## config.mk

```make
export PLATFORM = sky130hd
export DESIGN_NAME = fetch_unit
export DESIGN_NICKNAME = d
export VERILOG_FILES = /design/src/rtl/riscv_pkg.sv /design/src/rtl/fetch_unit.sv
export SDC_FILE = /design/constraint.sdc
export NUM_CORES = 1
export LEC_CHECK = 0
export BUFFER_PORTS_ARGS = -buffer_cell sky130_fd_sc_hd__buf_4
export CORE_MARGIN = 5
export CORE_UTILIZATION = 35
export CTS_CLUSTER_DIAMETER = 80
export DETAILED_ROUTE_END_ITERATION = 7
export SLEW_MARGIN = 20
export SYNTH_ARGS = -nofsm -noshare
export SYNTH_HDL_FRONTEND = slang
export SYNTH_SLANG_ARGS = --single-unit
```

## constraint.sdc

```tcl
create_clock -name clk -period 1.8 [get_ports clk]
set_input_delay 0.36 -clock clk [delete_from_list [all_inputs] [get_ports clk]]
set_output_delay 0.36 -clock clk [all_outputs]
set_load 0.005 [all_outputs]
```

## src/rtl/riscv_pkg.sv

```systemverilog
// Shared RISC-V core definitions: canonical NOP, base opcodes and fetch FSM states.
package riscv_pkg;

  // addi x0, x0, 0
  localparam logic [31:0] InstrNop = 32'h0000_0013;

  // Base opcode field (instr[6:0]); also used by the immediate generator.
  localparam logic [6:0] OpcodeLoad    = 7'b000_0011;
  localparam logic [6:0] OpcodeMiscMem = 7'b000_1111;
  localparam logic [6:0] OpcodeOpImm   = 7'b001_0011;
  localparam logic [6:0] OpcodeAuipc   = 7'b001_0111;
  localparam logic [6:0] OpcodeStore   = 7'b010_0011;
  localparam logic [6:0] OpcodeOp      = 7'b011_0011;
  localparam logic [6:0] OpcodeLui     = 7'b011_0111;
  localparam logic [6:0] OpcodeBranch  = 7'b110_0011;
  localparam logic [6:0] OpcodeJalr    = 7'b110_0111;
  localparam logic [6:0] OpcodeJal     = 7'b110_1111;
  localparam logic [6:0] OpcodeSystem  = 7'b111_0011;

  typedef enum logic [2:0] {
    StReset,
    StReq,
    StWait,
    StHold,
    StDrop
  } fetch_state_e;

  // Force an address onto a word boundary.
  function automatic logic [31:0] align_word(input logic [31:0] addr);
    return {addr[31:2], 2'b00};
  endfunction

endpackage

```

## src/rtl/fetch_unit.sv

```systemverilog
// Instruction fetch stage: owns the PC, keeps at most one memory request in flight,
// buffers a returned word while decode is stalled and squashes in-flight data on redirect.
module fetch_unit
  import riscv_pkg::*;
#(
  parameter logic [31:0] RESET_PC = 32'h0000_0000
) (
  input  logic        clk,
  input  logic        rst_n,
  output logic        imem_req_valid,
  output logic [31:0] imem_req_addr,
  input  logic        imem_req_ready,
  input  logic        imem_rsp_valid,
  input  logic [31:0] imem_rsp_data,
  input  logic        redirect_valid,
  input  logic [31:0] redirect_pc,
  input  logic        stall,
  output logic        if_valid,
  output logic [31:0] if_instr,
  output logic [31:0] if_pc,
  output logic [31:0] if_pc_plus4
);

  fetch_state_e state_q, state_d;
  logic [31:0]  pc_q, pc_d;
  logic [31:0]  hold_q, hold_d;
  logic         if_valid_q, if_valid_d;
  logic [31:0]  if_instr_q, if_instr_d;
  logic [31:0]  if_pc_q, if_pc_d;

  logic         slot_free;
  logic         awaiting_rsp;
  logic         deliver;
  logic [31:0]  deliver_data;

  // Output slot can take a new word if it is empty or decode consumes it this cycle.
  always_comb begin
    slot_free = !if_valid_q || !stall;
  end

  // Next-state logic: redirect wins over everything, otherwise the FSM advances.
  always_comb begin
    state_d      = state_q;
    pc_d         = pc_q;
    hold_d       = hold_q;
    // Decode takes the word whenever it is not stalled; nothing new means the slot empties.
    if_valid_d   = if_valid_q && stall;
    if_instr_d   = if_instr_q;
    if_pc_d      = if_pc_q;
    awaiting_rsp = 1'b0;
    deliver      = 1'b0;
    deliver_data = hold_q;

    if (redirect_valid) begin
      pc_d       = align_word(redirect_pc);
      if_valid_d = 1'b0;
      // A request is still owed a response if it was accepted but not yet answered.
      // A response arriving this very cycle settles the debt and is simply dropped.
      unique case (state_q)
        StReq:         awaiting_rsp = imem_req_ready;
        StWait, StDrop: awaiting_rsp = !imem_rsp_valid;
        default:       awaiting_rsp = 1'b0;
      endcase
      state_d = awaiting_rsp ? StDrop : StReq;
    end else begin
      unique case (state_q)
        StReset: begin
          state_d = StReq;
        end
        StReq: begin
          if (imem_req_ready) begin
            state_d = StWait;
          end
        end
        StWait: begin
          if (imem_rsp_valid) begin
            if (slot_free) begin
              deliver      = 1'b1;
              deliver_data = imem_rsp_data;
            end else begin
              hold_d  = imem_rsp_data;
              state_d = StHold;
            end
          end
        end
        StHold: begin
          if (slot_free) begin
            deliver      = 1'b1;
            deliver_data = hold_q;
          end
        end
        StDrop: begin
          if (imem_rsp_valid) begin
            state_d = StReq;
          end
        end
        default: begin
          state_d = StReset;
        end
      endcase

      // pc_q is still the address of the word being delivered; advance only now.
      if (deliver) begin
        if_valid_d = 1'b1;
        if_instr_d = deliver_data;
        if_pc_d    = pc_q;
        pc_d       = pc_q + 32'd4;
        state_d    = StReq;
      end
    end
  end

  // State and datapath registers with synchronous active-low reset.
  always_ff @(posedge clk) begin
    if (!rst_n) begin
      state_q    <= StReset;
      pc_q       <= align_word(RESET_PC);
      hold_q     <= InstrNop;
      if_valid_q <= 1'b0;
      if_instr_q <= InstrNop;
      if_pc_q    <= RESET_PC;
    end else begin
      state_q    <= state_d;
      pc_q       <= pc_d;
      hold_q     <= hold_d;
      if_valid_q <= if_valid_d;
      if_instr_q <= if_instr_d;
      if_pc_q    <= if_pc_d;
    end
  end

  // Request is a pure function of state so it stays stable while ready is low.
  always_comb begin
    imem_req_valid = (state_q == StReq);
    imem_req_addr  = pc_q;
    if_valid       = if_valid_q;
    if_instr       = if_instr_q;
    if_pc          = if_pc_q;
    if_pc_plus4    = if_pc_q + 32'd4;
  end

endmodule

```

==> results.yml, run 1 <==
power:
  pwr-share-seq_pct: 41.2
  power_mw: 7.22
  switching_share_pct: 24.5
  ir_drop_mv: 0.665
  power.density_nw_per_um2: 745
  comb_power_share_pct: 9.6
  p_clk_share_pct: 49.2
  p_int_mw: 5.45
  power.switching_mw: 1.77
  p_leak_nw: 4.21
die:
  die_h_um: 144
  start_util_pct: 35.3
  die_area_um2: 20800
  ios: 200
  core_area_um2: 17800
  die_w_um: 144
  rows: 49
timing:
  setup_violations: 23
  tightestPinTransition_ps: 486
  fin_skew_ps: 8.68
  maxSlewViolCount: 0
  setup_ws_ps: -391
  hold_violations: 0
  clock.fmax_ghz: 0.456
  layout_min_cycle_time_ps: 2190
  slew_headroom_pct: 67.3
  period_share_pct: 122
  rsz0062_at_grt: "true"
  hold_slack_ps: 172
clocking:
  hold_buffers: 0
  clk_path_buf_depth: 2
  clkLatencyLatePin_ps: 420
  htreeDepth: 4
  cts_tree: "done"
  cts_buffers: 17
  root_buffer: "clkbuf_16"
  clock_sinks: 128
  clkTransAtPathRegs_ps: 60
setup_path:
  start_kind: "register"
  path_max_fanout: 7
  cp.arrival_ps: 1830
  crit_path_end_kind: "output pin"
  criticalPathCategory: "reg2out"
  critPathRequiredTime_ps: 1440
yosys:
  yosys.area.top_type: "dfxtp_1"
  synth_area_um2: 6300
  synth_common_cells: "nand2_1 (148), dfxtp_1 (128), a21oi_1 (66), clkbuf_1 (51), nor2_1 (48)"
  syn_avg_cell_area_um2: 7.96
  yosysSeqAreaShare_pct: 40.7
  yosys-top-cells-area: "dfxtp_1 (41%), nand2_1 (8.8%), mux2i_1 (5.4%), a21oi_1 (5.2%), a211oi_1 (4.2%)"
  synth.top_cell.area_share_pct: 40.7
  synth_edf_count: 0
  synthCells: 792
  post-synth-top-count-cell: "nand2_1"
  yosysUniqueCellTypes: 48
  yosys_register_bits: 128
  ys_warn_count: 0
  async_reset_ff_share_pct: 0
  synth_ff_type: "dfxtp_1"
global_route:
  grt_max_degree: 59
  grt_pass1_vias: 6212
  track_usage_pct: 19.7
  grt_pass1_wl_mm: 32.7
  antenna_found_initial: 0
  grt-ovfl-total: 0
status:
  violations: "setup timing"
  status: "finished, violations left"
min_path:
  hold_class: "in2reg"
layout:
  fin_util_pct: 54.3
  layout.nets: 1121
  drive_gt1_share_pct: 38.4
  n_antenna_cell: 0
  area_delta_synth_final_pct: 53.8
  fillers: 1694
route:
  vias_per_cell: 5.18
  antenna_left: 0
  wl_mm: 21.2
  remaining_drc_errors: 0
  drtPass1Iterations: 4
  vias: 6683
  wl_per_cell_um: 16.4
  drtIter0Drc: 363
placement:
  numPortBuffers: 191
  dpl.hpwl_mm: 15.2
  routabilityCongestion: 0.851
run:
  cap_violations: 0
==> layer usage <==
metal	track usage, %	part of all wire, %	vias up
met5	0	0	-
li1	-	-	3358
met1	27.1	45	3141
met2	31.5	47	165
met4	5.60	1.4	0
met3	4.03	5.6	19
==> repair_timing <==
item / CTS / global route
resized for setup: 21 / 67
endpoints found under the setup margin: 30 / 52
setup buffers: 1 / 9
gates cloned: 1 / 2
pin swaps: 6 / 43
==> path summary, 6_finish.rpt <==
path,startpoint,endpoint,slack [ps],cells after the start
setup / recovery,if_pc[2]$_SDFFE_PN0P_,if_pc_plus4[25],-390,6
hold reg to reg,hold_q[10]$_SDFFE_PN0P_,hold_q[10]$_SDFFE_PN0P_,450,2
hold / removal,imem_rsp_data[1],hold_q[1]$_SDFFE_PN1P_,170,3
setup reg to reg,imem_req_addr[13]$_SDFFE_PN0P_,imem_req_addr[29]$_SDFFE_PN0P_,30,4
==> critical path: stages (launching register included) <==
cell and delay (ps):
dfxtp_4 370, and3_4 190, nand4_1 120, buf_6 190
nor4_2 250, xor2_1 170, buf_4 130
==> sequential cells by signal, indices dropped and copies added, names as in the netlist <==
name and count:
state_q 3, if_valid 1, hold_q 32, if_instr 32, imem_req_addr 30, if_pc 30
==> power by group through the flow <==
stage               combinational [mW]  clock (mW)  sequential (mW)
finish                           0.694        3.55             2.98
global route                     0.756        3.75             2.99
CTS                              0.684        3.63             2.97
detailed placement               0.680           0             3.03
global placement                 0.674           0             3.04
floorplan                        0.255           0             3.04
==> stage by stage <==
| step | worst slack [ps] | instance area (um2) | cells | setup TNS [ps] |
|---|---|---|---|---|
| after floorplan | -96.9 | 6370 | 797 | -431 |
| after global placement | -36.0 | 8630 | 1247 | -44.3 |
| after detailed placement | -47.7 | 8630 | 1247 | -170 |
| after CTS | -399 | 9340 | 1281 | -7560 |
| after global routing | -523 | 9690 | 1291 | -9190 |
| final | -391 | 9690 | 1291 | -6870 |
==> logic make-up (layout without fill, tap and decap cells) <==
kind of cell	count (synthesis)	count (layout)	share of synthesized area, %
simple gates	340	340	26.1
compound gates	174	174	17.4
flops	128	128	40.7
buf+inv	81	346	5.50
mux	34	34	5.40
xor+xnor	32	32	4.45
fa+ha+maj	2	2	0.397
other cells	1	6	0.0595
==> layout by cell type (no fill, tap or decap), types with 5 or more instances in the layout <==
master     instances
nand3_2            6
clkbuf_16         18
conb_1             6
o31ai_1            9
nand3_1           27
a31oi_1           15
mux2i_1           34
dfxtp_2           17
a21oi_1           66
nor4_1            13
or4_1              6
inv_1              9
nor2_1            46
o21ai_0           25
xnor2_1           11
nand4_1           20
buf_12             8
dfxtp_1          107
nand2_1          146
and3_1             8
a211oi_1          33
buf_6             10
buf_4            283
nor4_4             5
nor2b_1            8
xor2_1            20
==> area by class of cell <==
class                   count  area, um2  share of cell area (%)
inverters                  11       41.3                   0.426
clock inverters            15        185                    1.91
repair buffers            303       2430                    25.1
clock buffers              17        425                    4.39
multi-input cells         588       3720                    38.4
flip-flops and latches    128       2600                    26.8
well taps                 229        287                    2.96
Power figures use the tool's default switching activity.
==> run 2: changes to the inputs <==
--- a/config.mk
+++ b/config.mk
@@ -6,7 +6,7 @@
 export NUM_CORES = 1
 export LEC_CHECK = 0
 export BUFFER_PORTS_ARGS = -buffer_cell sky130_fd_sc_hd__buf_4
-export CORE_MARGIN = 5
+export CORE_MARGIN = 1.5
 export CORE_UTILIZATION = 35
 export CTS_CLUSTER_DIAMETER = 80
 export DETAILED_ROUTE_END_ITERATION = 7
==> constraint.sdc (replaced) <==
create_clock -name clk -period 2 [get_ports clk]
set_input_delay 0.4 -clock clk [delete_from_list [all_inputs] [get_ports clk]]
set_output_delay 0.4 -clock clk [all_outputs]
set_load 0.005 [all_outputs]
==> run 2 against run 1 <==
  * The run still ends with setup timing left
  * First-iteration DRC count increased by 44%
  * Clock-buffer cell count unchanged
  * Combinational power decreased by 18%
  * Global-route usage increased by 2.2 points
  * Clock skew decreased by 1.9 ps
  * Clock power decreased by 10%
  * Sequential cell count unchanged
  * Critical path type unchanged
  * Highest routed layer unchanged
==> results.yml, run 2 (synthesized netlist as in run 1, its figures left out) <==
clocking:
  root_buffer: "clkbuf_16"
  clk_path_buf_depth: 2
  cts_tree: "done"
  htreeDepth: 4
  clkLatencyLatePin_ps: 420
  clock_sinks: 128
  clkTransAtPathRegs_ps: 60
  cts_buffers: 17
route:
  vias: 6608
  antenna_left: 0
  vias_per_cell: 5.23
  wl_per_cell_um: 16.3
  remaining_drc_errors: 0
  wl_mm: 20.6
  drtPass1Iterations: 5
  drtIter0Drc: 523
die:
  rows: 48
  die_h_um: 137
  die_w_um: 137
  die_area_um2: 18800
  core_area_um2: 17400
  ios: 200
  start_util_pct: 36.2
status:
  status: "finished, violations left"
  violations: "setup timing"
setup_path:
  cp.arrival_ps: 1860
  critPathBufInv: 2
  slowest_delay_ps: 330
  critPathRequiredTime_ps: 1600
  path_max_fanout: 5
  start_kind: "register"
  slowest_stage: "dfxtp_2"
  criticalPathCategory: "reg2out"
  worstPathCellList: "and4_4 -> nand3_4 -> buf_8 -> nor4_4 -> xor2_1 -> buf_4"
  critPathTopFamily: "simple AND/OR/NAND/NOR gates"
  crit_path_end_kind: "output pin"
timing:
  tightestPinTransition_ps: 636
  setup_ws_ps: -262
  rsz0062_at_grt: "true"
  layout_min_cycle_time_ps: 2260
  maxSlewViolCount: 0
  fin_skew_ps: 6.81
  setup_tns_ps: -4020
  period_share_pct: 113
  clock.fmax_ghz: 0.442
  hold_violations: 0
  setup_violations: 20
  hold_slack_ps: 211
  slew_headroom_pct: 57.2
layout:
  fin_util_pct: 54.2
  fin_cells: 1264
  final_common_cell: "buf_4"
  finalInstanceArea_um2: 9440
  n_antenna_cell: 0
  final_cell_mix: "buf_4 (264), nand2_1 (147), dfxtp_1 (116), a21oi_1 (66), nor2_1 (43)"
  layout.nets: 1098
  drive_gt1_share_pct: 34.9
  area_delta_synth_final_pct: 49.8
global_route:
  antenna_found_initial: 0
  track_usage_pct: 21.9
  grt_pass1_vias: 5940
  grt_max_degree: 64
  grt-ovfl-total: 0
  grt_pass1_wl_mm: 31.9
power:
  p_leak_nw: 4.17
  power_mw: 6.44
  power.density_nw_per_um2: 682
  ir_drop_mv: 0.575
placement:
  place_area_um2: 8370
  numPortBuffers: 191
  place_ws_ps: -55.0
  routabilityCongestion: 0.851
  dpl.hpwl_mm: 14.4
  dp.cells: 1219
run:
  cap_violations: 0
min_path:
  hold_class: "in2reg"
## run 2: cell count changes in the layout (fill, tap and decap cells not counted), moves of 5 or more
cell     before  now
buf_4       283  264
dfxtp_1     107  116
dfxtp_2      17   10
nand3_2       6    0
nand3_1      27   32
## run 2: routing by layer
layer	global-route usage, %	up-vias	wire length [um]
li1	-	3303	-
met1	30.6	3094	9400
met2	33.8	183	9790
met3	4.56	28	1110
met4	7.02	0	314
met5	0	-	0
## run 2: worst paths after layout
kind                                               startpoint                              to  slack (ps)  cells after the start
worst min register to register         hold_q[7]$_SDFFE_PN0P_          hold_q[7]$_SDFFE_PN0P_         450                      2
worst max-delay path                   if_pc[15]$_SDFFE_PN0P_                 if_pc_plus4[23]        -260                      6
worst max register to register  imem_req_addr[2]$_SDFFE_PN0P_  imem_req_addr[20]$_SDFFE_PN0P_         100                      6
worst min-delay path                         imem_rsp_data[0]          hold_q[0]$_SDFFE_PN1P_         210                      3
## run 2: repair_timing
| action | CTS | global route |
|---|---|---|
| setup endpoints to repair | 22 | 26 |
| setup buffers | 6 | 7 |
| hold buffers | 0 | 0 |
| cloned | 1 | 0 |
| resized for setup | 40 | 37 |
| pin swaps | 9 | 21 |
## run 2: layout make-up
type | count | area [um2]
multi-input combinational | 588 | 3700
sequential | 128 | 2580
clock buffer | 17 | 425
timing repair buffer | 280 | 2230
tap | 225 | 282
fill | 1678 | 7980
inverter | 11 | 41.3
clock inverter | 15 | 183
## run 2: power breakdown
group,internal [mW],total [mW],switching (mW)
sequential,2.61,2.69,0.0763
combinational,0.292,0.569,0.277
clock,1.98,3.18,1.20
## run 2: tightest hold or removal path, stage by stage
cell and delay (ps):
buf_4 90, nand2_1 40, nand3_1 60
==> run 3: changes to the inputs <==
--- a/config.mk
+++ b/config.mk
@@ -6,10 +6,13 @@
 export NUM_CORES = 1
 export LEC_CHECK = 0
 export BUFFER_PORTS_ARGS = -buffer_cell sky130_fd_sc_hd__buf_4
-export CORE_MARGIN = 1.5
-export CORE_UTILIZATION = 35
+export CELL_PAD_IN_SITES_DETAIL_PLACEMENT = 0
+export CELL_PAD_IN_SITES_GLOBAL_PLACEMENT = 1
+export CORE_MARGIN = 3
+export CORE_UTILIZATION = 33
 export CTS_CLUSTER_DIAMETER = 80
 export DETAILED_ROUTE_END_ITERATION = 7
+export PLACE_DENSITY_LB_ADDON = 0.1
 export SLEW_MARGIN = 20
 export SYNTH_ARGS = -nofsm -noshare
 export SYNTH_HDL_FRONTEND = slang
==> run 3 against run 2 <==
  * The run still ends with setup timing left
  * Sequential power barely moved
  * Routed wire length rose by 2.9%
  * Die area rose by 10%
  * Combinational power rose by 3%
  * Cell count rose by 0.32%
  * Utilization fell by 3.1 points
  * Maximum frequency fell by 0.82%
  * Global-route usage fell by 2.0 points
  * Clock power fell by 8.8%
  * Hold slack improved by 4.4 ps
  * Setup slack got worse by 19 ps
  * Critical endpoint is now if_pc_plus4[30]
  * Largest cell class unchanged
==> results.yml, run 3 (synthesized netlist as in run 1, its figures left out) <==
status:
  status: "finished, violations left"
  violations: "setup timing"
clocking:
  clkLatencyLatePin_ps: 420
  clkTransAtPathRegs_ps: 60
  clock_sinks: 128
  cts_tree: "done"
  clk_path_buf_depth: 2
  hold_buffers: 0
  htreeDepth: 4
  cts_buffers: 17
  root_buffer: "clkbuf_16"
timing:
  setup_ws_ps: -281
  setup_tns_ps: -3860
  clock.fmax_ghz: 0.438
  hold_violations: 0
  tightestPinTransition_ps: 620
  maxSlewViolCount: 0
  fin_skew_ps: 10.4
  period_share_pct: 114
  layout_min_cycle_time_ps: 2280
  setup_violations: 22
  slew_headroom_pct: 58.7
  rsz0062_at_grt: "true"
global_route:
  antenna_found_initial: 0
  grt-ovfl-total: 0
  grt_pass1_wl_mm: 32.9
  grt_max_degree: 65
  grt_pass1_vias: 6289
  track_usage_pct: 20.0
route:
  drtIter0Drc: 372
  met1_length_mm: 9.82
  wl_per_cell_um: 16.7
  vias_per_cell: 5.24
  wl_met3_mm: 1.31
  wl_met2_mm: 9.69
  vias: 6647
  top_layer_used: "met4"
  antenna_left: 0
  wl_mm: 21.2
  drtPass1Iterations: 5
  remaining_drc_errors: 0
setup_path:
  r2r_end: "imem_req_addr[30]$_SDFFE_PN0P_"
  critPathLaunch: "if_pc[3]$_SDFFE_PN0P_"
  critPathRequiredTime_ps: 1600
  slowest_stage: "dfxtp_4"
  worst_r2r_startpoint: "imem_req_addr[11]$_SDFFE_PN0P_"
  start_kind: "register"
  cp.arrival_ps: 1880
  slowest_delay_ps: 370
  path_max_fanout: 5
  criticalPathCategory: "reg2out"
  r2r_cells: 4
  r2r_slack_ps: 60
  crit_path_end_kind: "output pin"
  crit_path_end: "if_pc_plus4[30]"
  worstPathCellList: "ha_4 -> and2_4 -> nand4_1 -> buf_6 -> nor4_4 -> xor2_1 -> buf_4"
layout:
  final_cell_mix: "buf_4 (265), nand2_1 (147), dfxtp_1 (115), a21oi_1 (66), nor2_1 (43)"
  final_common_cell: "buf_4"
  area_delta_synth_final_pct: 48.7
  layout.nets: 1097
  fillers: 1757
  drive_gt1_share_pct: 35.4
  fin_util_pct: 51.1
placement:
  place_ws_ps: 11.9
  numPortBuffers: 191
  dpl.hpwl_mm: 15.2
  routabilityCongestion: 0.888
power:
  power.density_nw_per_um2: 660
  p_clk_share_pct: 46.9
  p_leak_nw: 4.09
  p_int_mw: 4.56
  comb_power_share_pct: 9.5
  pwr-share-seq_pct: 43.6
  power_mw: 6.18
  switching_share_pct: 26.2
  ir_drop_mv: 0.591
  power.switching_mw: 1.62
die:
  ios: 200
  rows: 49
  core_area_um2: 18300
  die_w_um: 144
  die_h_um: 144
  die_area_um2: 20800
  start_util_pct: 34.4
min_path:
  hp-start: "imem_rsp_data[0]"
  hold_class: "in2reg"
run:
  cap_violations: 0
run 3: power by group through the flow:
stage          Clock [mW]  Combinational [mW]  Sequential (mW)
4_1_cts              2.99               0.588             2.69
6_report             2.90               0.587             2.69
3_5_place_dp            0               0.586             2.75
2_1_floorplan           0               0.230             2.74
3_3_place_gp            0               0.576             2.74
5_1_grt              3.09               0.641             2.70
run 3: final cells by class:
| class | count | area (um2) | share of cell area (%) |
|---|---|---|---|
| diodes | 1 | 2.50 | 0.0267 |
| clock buffers | 18 | 439 | 4.69 |
| clock inverters | 14 | 121 | 1.30 |
| inverters | 11 | 41.3 | 0.441 |
| multi-input cells | 589 | 3710 | 39.6 |
| flip-flops and latches | 128 | 2580 | 27.6 |
| well taps | 229 | 287 | 3.06 |
| repair buffers | 278 | 2190 | 23.3 |
run 3: timing repair:
item / in CTS / in global routing
gates resized for setup: 36 / 41
gates cloned: 1 / 1
pin swaps: 10 / 18
setup endpoints to repair: 21 / 26
setup buffers: 6 / 5
run 3: critical path, delay by kind of cell (launching register included):
kind,cells,cell delay [ps]
adder cells (fa/ha/maj),1,130
flip-flops,1,370
AND/OR/NAND/NOR,3,450
buffers and inverters,2,310
XOR/XNOR,1,200
run 3: stage by stage:
stage	area, um2	instances	hold WS (ps)
floorplan	6320	797	436
global placement	8370	1222	441
detailed placement	8370	1222	447
CTS	9160	1261	196
global route	9370	1267	224
finish	9370	1268	215
run 3: layer usage:
metal,vias up,global-route usage [%]
met3,28,3.94
li1,3308,-
met4,0,7.36
met2,205,30.7
met5,-,0
met1,3106,27.8
run 3: worst min path at each step:
stage | slack, ps | cells after the start | endpoint
after floorplan | 440 | 2 | hold_q[10]$_SDFFE_PN0P_
after global placement | 440 | 2 | hold_q[27]$_SDFFE_PN0P_
after detailed placement | 450 | 2 | hold_q[30]$_SDFFE_PN0P_
after CTS | 200 | 3 | hold_q[0]$_SDFFE_PN1P_
after global routing | 220 | 3 | hold_q[25]$_SDFFE_PN0P_
final | 220 | 3 | hold_q[0]$_SDFFE_PN1P_
